--- config.mk ---
export PLATFORM = sky130hd
export DESIGN_NAME = truth_table_sequencer_flat
export DESIGN_NICKNAME = d
export VERILOG_FILES = /design/src/rtl/truth_table_sequencer_if.sv /design/src/rtl/truth_table_sequencer.sv /design/src/flat_wrapper.sv
export SDC_FILE = /design/constraint.sdc
export NUM_CORES = 1
export LEC_CHECK = 0
export ABC_AREA = 1
export CAP_MARGIN = 10
export CORE_MARGIN = 2
export CORE_UTILIZATION = 53
export CTS_CLUSTER_SIZE = 28
export DETAILED_ROUTE_END_ITERATION = 6
export GPL_ROUTABILITY_DRIVEN = 0
export GPL_TIMING_DRIVEN = 0
export PLACE_DENSITY = 0.88
export SYNTH_ARGS = -nofsm -noshare
export SYNTH_HDL_FRONTEND = slang
export SYNTH_SLANG_ARGS = --single-unit
--- constraint.sdc ---
create_clock -name clk -period 2.55 [get_ports clk]
set_input_delay 0.3825 -clock clk [delete_from_list [all_inputs] [get_ports clk]]
set_output_delay 0.3825 -clock clk [all_outputs]
set_load 0.01 [all_outputs]
--- src/rtl/truth_table_sequencer_if.sv ---
// Bus between the truth-table sequencer and its host plus the gate-level block
// it sweeps. The master side drives start/expected/dut_y; the slave is the sequencer.
interface truth_table_sequencer_if #(
   parameter int N_IN = 3
);
   localparam int TW = 2**N_IN;

   // Handshake: start is accepted only while busy is low (sequencer in IDLE).
   // busy rises the cycle after acceptance, and done pulses once at the end.
   // pass/table_out/err_count are valid from the cycle after done until the next accepted start.
   logic            start;
   logic [TW-1:0]   expected;
   logic            dut_y;
   logic [N_IN-1:0] stim;
   logic            busy;
   logic            done;
   logic            pass;
   logic [TW-1:0]   table_out;
   logic [N_IN:0]   err_count;
   logic [1:0]      state_dbg;

   modport master (
      output start, expected, dut_y,
      input  stim, busy, done, pass, table_out, err_count, state_dbg
   );

   modport slave (
      input  start, expected, dut_y,
      output stim, busy, done, pass, table_out, err_count, state_dbg
   );
endinterface

--- src/rtl/truth_table_sequencer.sv ---
// Sweeps an N_IN-input combinational block through all input codes, builds its truth table
// and compares it with a latched expected table. Optional macro: TTSEQ_STOP_ON_FAIL_EN.
module truth_table_sequencer #(
   parameter int N_IN   = 3,
   parameter int SETTLE = 1
) (
   input logic                  clk,
   input logic                  rst_n,
   truth_table_sequencer_if.slave bus
);
   localparam int TW = 2**N_IN;
   localparam int CW = $clog2(SETTLE + 1);

`ifdef TTSEQ_STOP_ON_FAIL_EN
   localparam bit STOP_ON_FAIL = 1'b1;
`else
   localparam bit STOP_ON_FAIL = 1'b0;
`endif

   typedef enum logic [1:0] {IDLE, WAIT, SAMPLE, DONE} state_t;

   state_t          state;
   logic [N_IN-1:0] idx;
   logic [N_IN-1:0] stim;
   logic [CW-1:0]   cnt;
   logic [TW-1:0]   exp_r;
   logic [TW-1:0]   table_out;
   logic [N_IN:0]   err_count;
   logic            busy;
   logic            done;
   logic            pass;
   logic            mismatch;
   logic            last_row;

   assign mismatch = (bus.dut_y != exp_r[idx]);
   assign last_row = (idx == N_IN'(TW - 1));

   always_ff @(posedge clk or negedge rst_n) begin
      if (!rst_n) begin
         state     <= IDLE;
         idx       <= '0;
         stim      <= '0;
         cnt       <= '0;
         exp_r     <= '0;
         table_out <= '0;
         err_count <= '0;
         busy      <= 1'b0;
         done      <= 1'b0;
         pass      <= 1'b0;
      end else begin
         case (state)
            IDLE: begin
               if (bus.start) begin
                  exp_r     <= bus.expected;
                  idx       <= '0;
                  stim      <= '0;
                  table_out <= '0;
                  err_count <= '0;
                  pass      <= 1'b0;
                  cnt       <= CW'(SETTLE);
                  busy      <= 1'b1;
                  state     <= WAIT;
               end
            end
            WAIT: begin
               // cnt is loaded with SETTLE, so this state lasts exactly SETTLE cycles
               if (cnt == CW'(1)) state <= SAMPLE;
               else               cnt   <= cnt - 1'b1;
            end
            SAMPLE: begin
               table_out[idx] <= bus.dut_y;
               if (mismatch) err_count <= err_count + 1'b1;
               if (last_row || (STOP_ON_FAIL && mismatch)) begin
                  done  <= 1'b1;
                  state <= DONE;
               end else begin
                  idx   <= idx + 1'b1;
                  stim  <= idx + 1'b1;
                  cnt   <= CW'(SETTLE);
                  state <= WAIT;
               end
            end
            DONE: begin
               // err_count already includes the final row's increment here
               pass  <= (err_count == '0);
               done  <= 1'b0;
               busy  <= 1'b0;
               state <= IDLE;
            end
            default: state <= IDLE;
         endcase
      end
   end

   assign bus.stim      = stim;
   assign bus.busy      = busy;
   assign bus.done      = done;
   assign bus.pass      = pass;
   assign bus.table_out = table_out;
   assign bus.err_count = err_count;
   assign bus.state_dbg = state;
endmodule

--- src/flat_wrapper.sv ---
// flat-port wrapper written by rule: the top's interface ports become plain ports
module truth_table_sequencer_flat 
#(
   parameter int N_IN   = 3,
   parameter int SETTLE = 1
)
  (clk, rst_n, bus_start, bus_expected, bus_dut_y, bus_stim, bus_busy, bus_done, bus_pass, bus_table_out, bus_err_count, bus_state_dbg);
  truth_table_sequencer_if #(.N_IN(N_IN)) bus_i ();
  input logic clk;
  input logic rst_n;
  input wire logic [$bits(bus_i.start)-1:0] bus_start;
  input wire logic [$bits(bus_i.expected)-1:0] bus_expected;
  input wire logic [$bits(bus_i.dut_y)-1:0] bus_dut_y;
  output wire logic [$bits(bus_i.stim)-1:0] bus_stim;
  output wire logic [$bits(bus_i.busy)-1:0] bus_busy;
  output wire logic [$bits(bus_i.done)-1:0] bus_done;
  output wire logic [$bits(bus_i.pass)-1:0] bus_pass;
  output wire logic [$bits(bus_i.table_out)-1:0] bus_table_out;
  output wire logic [$bits(bus_i.err_count)-1:0] bus_err_count;
  output wire logic [$bits(bus_i.state_dbg)-1:0] bus_state_dbg;
  assign bus_i.start = bus_start;
  assign bus_i.expected = bus_expected;
  assign bus_i.dut_y = bus_dut_y;
  assign bus_stim = bus_i.stim;
  assign bus_busy = bus_i.busy;
  assign bus_done = bus_i.done;
  assign bus_pass = bus_i.pass;
  assign bus_table_out = bus_i.table_out;
  assign bus_err_count = bus_i.err_count;
  assign bus_state_dbg = bus_i.state_dbg;
  truth_table_sequencer #(.N_IN(N_IN), .SETTLE(SETTLE)) u_core (.clk(clk), .rst_n(rst_n), .bus(bus_i));
endmodule
* After elaboration in Yosys (flattened, before gate mapping)
Index checks and enable logic that the tools add are counted.
Storage, ports and cells: register bits 29, latch bits 0, RAM bits 0, memory bits (read-only) 0, input bits 12, output and inout port bits 20, logic and storage cells 65, memories kept 0
Cells by class: add/subtract/negate cells 3, multipliers 0, divide/modulo/power cells 0, order comparisons 2, equal/unequal tests 10, shift-type cells 0, multiplexer cells 26, bitwise operators 0, reduce and logical (&&, ||, !) cells 15
Operators with widths (number):
- $pmux 8 s2 | 1
- $reduce_and 2->1 | 5
- $reduce_and 3->1 | 3
- $bwmux 8 | 1
- $mux 4 | 2
- $mux 8 | 1
- $pmux 2 s4 | 1
- $pmux 4 s2 | 1
- $mux 1 | 7
- $mux 2 | 3
- $mux 3 | 2
- $ne 2x1->1 const B | 3
- $pmux 1 s2 | 3
- $pmux 3 s2 | 1
- $reduce_bool 2->1 | 3
- $add 4x1->4 const B | 1
- $eq 2x2->1 const B | 2
- $logic_not 4->1 | 1
- $lt 3x4->1 const B | 1
- $ne 2x2->1 const B | 2
- $add 3x1->3 const B | 1
- $bmux 1 s3 | 1
- $demux 1 s3 | 1
- $eq 3x3->1 const B | 1
- other kinds (8) | 8

* Longest topological paths before layout
Gate-level depths: netlist of the first run.
depth after elaboration 6, depth in mapped cells 10, gate-level depth less buffers 10

* Worst setup path before layout of the first run
No wires, ideal clock.
path kind register to register, start reg u_core.idx[0], end reg u_core.err_count[0] (netlist: u_core.bus.err_count[0]), library setup time 0.117 ns, arrival time 1.181 ns, required time 2.433 ns, slack 1.252 ns, cell stages (with the launch flop) 10, path buffers 0, period minus slack after synthesis 1.298 ns, cells stage by stage dfrtp_1 -> inv_2 -> nand2_1 -> nand2_1 -> nand2_1 -> nand2_2 -> o21ai_4 -> nand3_2 -> nand2_1 -> nand2_1
Between the ends: cells in the longest elaborated chain, start to end 5
Ends and longest elaborated chain:
- from (decl) | RTL line truth_table_sequencer.sv:23 | logic [N_IN-1:0] idx;
- from (signal assigned) | RTL line truth_table_sequencer.sv:77 | idx <= idx + 1'b1;
- $bmux 1 s3 | RTL line truth_table_sequencer.sv:35 | assign mismatch = (bus.dut_y != exp_r[idx]);
- $mux 1 (not written as such) | RTL line truth_table_sequencer.sv:35
- $ne 1x1->1 | RTL line truth_table_sequencer.sv:35
- $ne 2x1->1 (no line)
- $reduce_and 3->1 (no line)
- to (signal assigned) | RTL line truth_table_sequencer.sv:72 | if (mismatch) err_count <= err_count + 1'b1;
- to (decl) | RTL line truth_table_sequencer.sv:28 | logic [N_IN:0] err_count;
No other way between the ends. The select of a mux whose other input is x is not followed. A chain may end at the register's enable or synchronous reset.

* Worst setup path after layout of the first run
start reg u_core.state[0] (netlist: u_core.bus.state_dbg[0]), end out bus_state_dbg[0]
RTL lines:
- from (decl) | RTL line truth_table_sequencer.sv:22 | state_t state;
- from (signal assigned) | RTL line truth_table_sequencer.sv:40 | state <= IDLE;
- from (signal assigned) | RTL line truth_table_sequencer.sv:62 | state <= WAIT;
- from (signal assigned) | RTL line truth_table_sequencer.sv:67 | if (cnt == CW'(1)) state <= SAMPLE;
- to (decl) | RTL line flat_wrapper.sv:20 | output wire logic [$bits(bus_i.state_dbg)-1:0] bus_state_dbg;
No word-level cell between the ends.

==> metrics.csv, run 1 <==
metric,value,unit
maxcap violations,0,
CTS Sinks,29,
CP Buf/Inv Count,1,
Worst setup EP type,output pin,
initial antenna violation count,0,
Slew headroom,58.8,%
WL/cell,12.2,um
Crit path max-delay family,buffers and inverters,
share of layout cells above drive strength 1,9.91,%
Final Util,72.0,%
status,completed,
Fin Hold WS,0.0577,ns
Leakage,0.968,nW
post-DR vias/cell,5.15,
Final Max Slew Viols,0,
R2R Path Start,u_core.idx[2],
crit-path cells,clkdlybuf4s50_1,
Mapped Cells,184,
grt ovf,0,
Total Power,0.00166,W
r2r setup slk,0.99,ns
Synth Cell Area,1450,um^2
Clock Pin Slew Worst Setup and Hold Paths,0.09,ns
DRC,0,
Post-Syn Nets,200,
Die Area,3170,um^2
YS warnings,0,
first-pass GRT wire length,5530,um
Worst Path Max Fanout,7,
worst-margin pin slew,0.618,ns
area delta synth->final,26.3,%
Fin Clk Skew,0.0107,ns
Yosys cell types,23,
clk buf depth,2,
largest net degree at the start of global routing,30,
CP max stage delay,0.59,ns
diode count,0,
RR Endpoint,u_core.bus.err_count[2],
Root Driver,clkbuf_4,
Avg Inst Size Synth,7.88,um^2
clock tree from TritonCTS,built,
"Max stage delay cell, worst path",clkdlybuf4s50_1,
initial core utilization,57.0,%
Power Density,909,nW/um^2
Max VDD drop,0.639,mV
final setup violation count,0,
worst hold path type,in2async,
final WL,3060,um
Worst R2R Path Depth,9,
post-route setup TNS,0,ns
crit path time final,1.80,ns
FMAX,0.556,GHz
routed via count,1297,
Crit path arrival time,1.42,ns
final net count,237,
IO buf count,30,
H-tree depth,2,
CTS resizes,0,
required time of the worst setup path,2.17,ns
clock latency on the worst-skew pair,0.33,ns
I/O pin total,32,
Total GRT Usage,22.6,%
number of global-route vias before repair,1311,
CTS Hold Bufs,0,
worst setup path endpoint,bus_state_dbg[0],
initial drt markers,38,
crit path from,u_core.bus.state_dbg[0],
WS Path Type,reg2out,
"Hold Violations, Final",0,
Num CTS Buffers,5,
Final period util,70.5,%
Die W,56.3,um
Worst Setup Start Kind,flip-flop,
Synth Register Bits,29,
# rows,18,
area of the core,2540,um^2
fill count,205,
antenna-violating nets left,0,
DP HPWL,2280,um
Initial DRT Pass Iterations,4,
Levels on crit path,1,
total setup buffers inserted after CTS,0,
Die Span Y,56.3,um
register area share after synthesis,50.0,%
RSZ-0062 raised after global routing,false,
per-layer routing:
layer,share of wire [%],vias to the layer above,global-route usage (%)
li1,-,649,-
met5,0,-,0
met1,41,600,25.6
met3,5.5,7,5.76
met4,1.9,0,10.5
met2,51,41,39.5
logic make-up after synthesis:
family          after synthesis  share of synthesized area [%]
simple gates                 99                           29.1
fa+ha+maj                     4                           3.45
compound gates               22                           8.63
flops                        29                           50.0
xor+xnor                      2                           1.21
buf+inv                      28                           7.59
placed cells by master, fill, tap and decap left out, types with 2 or more instances in the layout:
cell type        count
buf_2                2
nand2_2              4
a21oi_1              3
clkbuf_1             4
nor2_1              13
nor2_2               2
o21ai_1              2
ha_1                 4
inv_1               21
clkbuf_4             5
dfrtp_1             29
clkdlybuf4s50_1     29
nand2_1             65
o21ai_0             15
nand3_1              8
inv_2                4
nand4_1              4
through the flow:
stage	setup slack, ns	cell area [um^2]	std cells
5_1_grt	0.704	1830	252
3_5_place_dp	0.610	1790	244
6_report	0.751	1830	252
4_1_cts	0.737	1840	252
2_1_floorplan	1.25	1450	184
3_3_place_gp	0.688	1790	244
layout make-up:
class / count / area, um^2 / area share, %
flip-flops and latches: 29 / 726 / 39.6
well taps: 30 / 37.5 / 2.05
inverters: 25 / 93.8 / 5.12
clock buffers: 8 / 48.8 / 2.66
repair buffers: 30 / 295 / 16.1
plain buffers: 3 / 16.3 / 0.888
multi-input cells: 127 / 614 / 33.5
Yosys cell counts:
cell type / n / area, um^2
nand2_1: 65 / 244
dfrtp_1: 29 / 726
inv_1: 21 / 78.8
o21ai_0: 15 / 75.1
nor2_1: 13 / 48.8
nand3_1: 8 / 40.0
ha_1: 4 / 50.1
inv_2: 4 / 15.0
nand2_2: 4 / 25.0
nand4_1: 4 / 25.0
a21oi_1: 3 / 15.0
nor2_2: 2 / 12.5
o21ai_1: 2 / 10.0
buf_2: 1 / 5.00
buf_4: 1 / 7.51
clkbuf_1: 1 / 3.75
nand3_2: 1 / 10.0
nor2_4: 1 / 11.3
nor3_1: 1 / 5.00
o21ai_2: 1 / 8.76
o21ai_4: 1 / 16.3
xnor2_1: 1 / 8.76
xor2_1: 1 / 8.76
power by group:
| group | internal, W | switching, W |
|---|---|---|
| combinational | 0.000299 | 0.000408 |
| clock | 0.000110 | 0.000152 |
| sequential | 0.000591 | 0.000104 |
sequential cells by signal, indices dropped and copies added, names as in the netlist:
register and count:
u_core.bus.busy 1, u_core.bus.err_count 4, u_core.exp_r 8, u_core.cnt 1, u_core.bus.table_out 8, u_core.bus.done 1, u_core.idx 3, u_core.bus.state_dbg 2
u_core.bus.pass 1
worst min path at each step:
stage	startpoint	cells past startpoint	end	slack [ns]
after CTS	bus_dut_y	3	u_core.bus.table_out[5]	0.45
after detailed placement	u_core.exp_r[6]	2	u_core.exp_r[6]	0.47
after global routing	rst_n	1	u_core.exp_r[1]	0.11
after global placement	u_core.bus.busy	2	u_core.bus.busy	0.46
final	rst_n	1	u_core.bus.busy	0.06
after floorplan	rst_n	0	u_core.bus.busy	0.09
Note: power is estimated with default switching activity, not from simulation.
==> inputs of run 2 (changes only) <==
- CORE_UTILIZATION: 53 -> 45
- PLACE_DENSITY: 0.88 -> 0.8
- clock period: 2.55 -> 1.5 ns (I/O delays scaled with it)
==> metrics.csv, run 2 (synthesized netlist as in run 1, its figures left out) <==
metric,value,unit
I/O pin total,32,
clk buf depth,2,
number of global-route vias before repair,1220,
Worst setup EP type,output pin,
WL/cell,11.2,um
"Hold Violations, Final",0,
first-pass GRT wire length,5190,um
Clock Pin Slew Worst Setup and Hold Paths,0.10,ns
diode count,0,
Die W,60.8,um
CTS Sinks,29,
Worst R2R Path Depth,5,
placed cell areas,1830,um^2
largest net degree at the start of global routing,16,
"Max stage delay cell, worst path",dfrtp_2,
FMAX,0.683,GHz
Worst Path Max Fanout,4,
Slew headroom,50.7,%
crit path time final,1.46,ns
r2r setup slk,0.11,ns
maxcap violations,0,
share of layout cells above drive strength 1,19.0,%
Die Area,3690,um^2
Finished Cell Area,2040,um^2
required time of the worst setup path,1.27,ns
post-route setup TNS,0,ns
CTS Hold Bufs,0,
clock tree from TritonCTS,built,
RSZ-0062 raised after global routing,true,
worst hold path type,in2reg,
Total GRT Usage,19.3,%
Crit path arrival time,1.24,ns
Power Density,1510,nW/um^2
initial drt markers,32,
biggest regs,"u_core.bus.table_out (8), u_core.exp_r (8), u_core.bus.err_count (4)",
Root Driver,clkbuf_4,
Max VDD drop,0.816,mV
Worst Hold End,u_core.bus.table_out[3],
RR Endpoint,u_core.idx[2],
final WL,3080,um
status,completed,
initial core utilization,47.5,%
grt ovf,0,
Initial DRT Pass Iterations,4,
Final period util,97.6,%
CP max stage delay,0.46,ns
DRC,0,
WS Path Type,reg2out,
Worst Setup Start Kind,flip-flop,
Die Span Y,60.8,um
post-DR vias/cell,4.76,
antenna-violating nets left,0,
worst-margin pin slew,0.737,ns
Fin Clk Skew,0.0103,ns
WHS Path Cells,3,
multi-input logic area,647,um^2
routed via count,1314,
fill count,252,
initial antenna violation count,0,
DP HPWL,2150,um
# rows,20,
final net count,247,
register area,732,um^2
H-tree depth,2,
min-delay src,bus_dut_y,
IO buf count,30,
Num CTS Buffers,5,
R2R Path Start,u_core.idx[0],
area of the core,3050,um^2
most frequent cells in the layout,"65 x nand2_1, 24 x dfrtp_1, 21 x inv_1",
crit-path cells,buf_4 -> dlygate4sd2_1,
clock latency on the worst-skew pair,0.34,ns
"commonest non-fill, non-tap cell in the layout",nand2_1,
Leakage,1.25,nW
Final Max Slew Viols,0,
final setup violation count,0,
area delta synth->final,40.8,%
[run 2: cell count changes in the layout (fill, tap and decap cells not counted), sizes merged]
cell / change
dlymetal6s2s: +12
clkdlybuf4s50: -14
dlygate4sd2: +3
clkbuf: -1
buf: +9
clkinv: +1
[run 2: power breakdown]
group          leakage, nW  switching, W  internal [W]
clock               0.0413      0.000279      0.000271
combinational        0.843      0.000810      0.000595
sequential           0.368      0.000116       0.00101
[run 2: final cells by class]
type	instances	area share [%]
plain buffers	3	0.797
repair buffers	40	20.8
flip-flops and latches	29	35.8
multi-input cells	127	31.7
inverters	25	4.72
clock inverters	1	0.245
clock buffers	7	3.19
well taps	44	2.70
[run 2: worst max path at each step]
stage	startpoint	end	slack, ns	cells past startpoint
floorplan	u_core.idx[0]	u_core.bus.err_count[0]	0.20	9
global route	u_core.bus.state_dbg[0]	u_core.bus.table_out[7]	-0.01	7
finish	u_core.idx[0]	bus_stim[0]	0.04	2
CTS	u_core.bus.table_out[1]	bus_table_out[1]	0.01	1
global placement	rst_n	u_core.bus.table_out[0]	-0.25	1
detailed placement	bus_start	u_core.exp_r[2]	0.04	5
[run 2: stage by stage]
| step | instances | hold WS, ns | setup WS (ns) | total power, W | util, % |
|---|---|---|---|---|---|
| 2_1_floorplan | 184 | -0.0706 | 0.202 | 0.00193 | - |
| 3_3_place_gp | 258 | 0.463 | -0.252 | 0.00236 | 59.1 |
| 3_5_place_dp | 259 | 0.470 | 0.0384 | 0.00241 | 60.0 |
| 4_1_cts | 274 | 0.287 | 0.0105 | 0.00303 | 64.2 |
| 5_1_grt | 276 | 0.360 | -0.0115 | 0.00332 | 66.9 |
| 6_report | 276 | 0.295 | 0.0363 | 0.00308 | 66.9 |
[run 2: what timing repair did]
| item | CTS | global route |
|---|---|---|
| setup endpoints to repair | 9 | 26 |
| pin swaps | 0 | 4 |
| resized for setup | 8 | 22 |
| buffers inserted | 7 | 2 |
[run 2: worst max-delay path, delay by kind of cell (launching register included)]
family	cells	cell delay (ns)
flip-flops	1	0.46
buffers and inverters	2	0.44
[run 2: routing by layer]
metal  share of wire [%]  track usage, %  routed length, um
met3                 4.1            6.40                127
met2                  49            33.2               1520
met5                   0               0                  0
met1                  45            22.1               1390
met4                 1.5            7.76                 45
==> variant (settings of run 1) <==
`N_IN` is set to 3 in 3 places; all go to 2.
--- a/src/rtl/truth_table_sequencer_if.sv
+++ b/src/rtl/truth_table_sequencer_if.sv
@@ -2,5 +2,5 @@
 // it sweeps. The master side drives start/expected/dut_y; the slave is the sequencer.
 interface truth_table_sequencer_if #(
-   parameter int N_IN = 3
+   parameter int N_IN = 2
 );
    localparam int TW = 2**N_IN;
--- a/src/rtl/truth_table_sequencer.sv
+++ b/src/rtl/truth_table_sequencer.sv
@@ -2,5 +2,5 @@
 // and compares it with a latched expected table. Optional macro: TTSEQ_STOP_ON_FAIL_EN.
 module truth_table_sequencer #(
-   parameter int N_IN   = 3,
+   parameter int N_IN   = 2,
    parameter int SETTLE = 1
 ) (
--- a/src/flat_wrapper.sv
+++ b/src/flat_wrapper.sv
@@ -2,5 +2,5 @@
 module truth_table_sequencer_flat 
 #(
-   parameter int N_IN   = 3,
+   parameter int N_IN   = 2,
    parameter int SETTLE = 1
 )
Ports: changed (resized bus_err_count, bus_expected, bus_stim and bus_table_out); port bits go from 32 to 22. No check against the original RTL was run, so the function may have changed too.
==> variant against run 1 <==
Hold slack gained 0.43 ns. Design area shrank 35%. Wire length shrank 38%. Power shrank 31%. Synthesized area shrank 36%. Sequential power shrank 31%. Sequential cell count shrank 10. Worst setup slack gained 0.0091 ns. Maximum frequency grew 0.51%. Combinational power shrank 27%. Non-clock buffer count shrank 11. Count of clock-buffer cells in the layout shrank 5. Critical path depth is the same. Die area shrank 34%.
==> variant: results (changes against run 1) <==
| Step | Metric | This run | Change |
|:---|:---|:---|:---|
| synth | Leading post-synthesis cells by instance count | sky130_fd_sc_hd__nand2_1, sky130_fd_sc_hd__dfrtp_1, sky130_fd_sc_hd__nand3_1 | was sky130_fd_sc_hd__nand2_1, sky130_fd_sc_hd__dfrtp_1, sky130_fd_sc_hd__inv_1 |
| synth | Post-synth cell types | 18 | was 23 |
| detailed routing | DR iter-0 viols | 8 | was 38 |
| cells and area | Finished Core Util | 70.1% | was 72.0% |
| sta | Top achievable clock speed | 559 MHz | was 556 MHz |
| min path | Path class of the lowest-slack min-delay path | reg -> reg | was in -> async |
| cells and area | Ratio of cells with drive above 1 in the final layout | 9.77% | was 9.91% |
| setup path | R2r startpoint | u_core.idx[0] | was u_core.idx[2] |
| clocking | Clock network latency to the later pin of the worst-skew pair | 0.31 ns | was 0.33 ns |
| status | Run status | completed | unchanged |
| cells and area | Layout Nets | 148 | was 237 |
| cells and area | Layout filler cell count | 137 | was 205 |
| synth | Main area contributors after synthesis | sky130_fd_sc_hd__dfrtp_1, sky130_fd_sc_hd__nand2_1, sky130_fd_sc_hd__ha_1 | was sky130_fd_sc_hd__dfrtp_1, sky130_fd_sc_hd__nand2_1, sky130_fd_sc_hd__inv_1 |
| global routing | First-pass GRT wire length | 2870 µm | was 5530 µm |
| sta | Worst slew pin tran | 0.815 ns | was 0.618 ns |
| power | Worst VDD drop | 0.644 mV | was 0.639 mV |
| setup path | Critical R2R Capture | u_core.bus.err_count[1] | was u_core.bus.err_count[2] |
| synth | Sequential fraction of the synthesis area | 51.4% | was 50.0% |
| global routing | Maximum number of pins on one net before global-route repair | 20 | was 30 |
| detailed routing | Via count | 792 | was 1,297 |
| clocking | Clk slew on worst S/H paths | 0.11 ns | was 0.09 ns |
| placed design | HPWL after detailed placement | 1410 µm | was 2280 µm |
| placed design | IO buf count | 21 | was 30 |
| placed design | Worst slack at placement | 1.05 ns | was 0.610 ns |
| global routing | Via count of the first global-routing pass | 668 | was 1,311 |
| clocking | Number of H-tree levels | 1 | was 2 |
| synth | Synthesized net count | 122 | was 200 |
| sta | Clock skew | 0.00443 ns | was 0.0107 ns |
| detailed routing | DR WL/cell | 12.6 µm | was 12.2 µm |
variant: cell types whose count changed in the layout (fill, tap and decap cells not counted), sizes merged, moves of 2 or more:
cell,before,now
nand2,69,37
clkdlybuf4s50,29,21
dfrtp,29,19
o21ai,19,8
nand3,9,14
buf,3,1
nor2,16,7
clkbuf,9,3
inv,25,12
ha,4,6
a21oi,3,1
nand4,4,0
variant: area by class of cell:
type                            count  share of cell area (%)
Buffer                              1                   0.634
Clock buffer                        3                    1.90
Clock inverter                      1                   0.422
Inverter                           12                    3.80
Multi-Input combinational cell     76                    33.6
Sequential cell                    19                    40.1
Tap cell                           17                    1.80
Timing Repair Buffer               21                    17.7
variant: power groups by stage:
stage / registers [W] / clock network [W] / logic [W]
5_1_grt: 0.000495 / 0.000172 / 0.000586
6_report: 0.000482 / 0.000154 / 0.000518
2_1_floorplan: 0.000509 / 0 / 0.000274
4_1_cts: 0.000482 / 0.000158 / 0.000524
3_3_place_gp: 0.000484 / 0 / 0.000494
3_5_place_dp: 0.000489 / 0 / 0.000520
variant: logic make-up (layout without fill, tap and decap cells):
group / Yosys count / count (layout) / share of synthesized area, %
simple gates: 59 / 59 / 27.6
flops: 19 / 19 / 51.4
buf+inv: 13 / 38 / 5.68
compound gates: 10 / 10 / 6.35
fa+ha+maj: 6 / 6 / 8.11
xor+xnor: 1 / 1 / 0.946
variant: layer usage:
| metal | global-route usage [%] | wire, µm | vias to the layer above |
|---|---|---|---|
| li1 | - | - | 392 |
| met2 | 30.7 | 980 | 20 |
| met5 | 0 | 0 | - |
| met4 | 10.3 | 23 | 0 |
| met3 | 4.76 | 62 | 4 |
| met1 | 25.6 | 824 | 376 |
variant: stage by stage:
step                instance area (µm²)  hold WS, ns  instances
floorplan                           926       0.0869        108
global placement                   1160        0.465        146
detailed placement                 1160        0.465        146
CTS                                1180        0.493        150
global route                       1180        0.522        150
finish                             1180        0.489        150
variant: worst min path at each step:
stage	from	endpoint	slack (ns)	cells after the start
final	u_core.exp_r[3]	u_core.exp_r[3]	0.49	2
after global routing	u_core.bus.busy	u_core.bus.busy	0.52	2
after CTS	u_core.bus.busy	u_core.bus.busy	0.49	2
after detailed placement	u_core.bus.busy	u_core.bus.busy	0.47	2
after global placement	u_core.exp_r[1]	u_core.exp_r[1]	0.47	2
after floorplan	rst_n	u_core.bus.busy	0.09	0
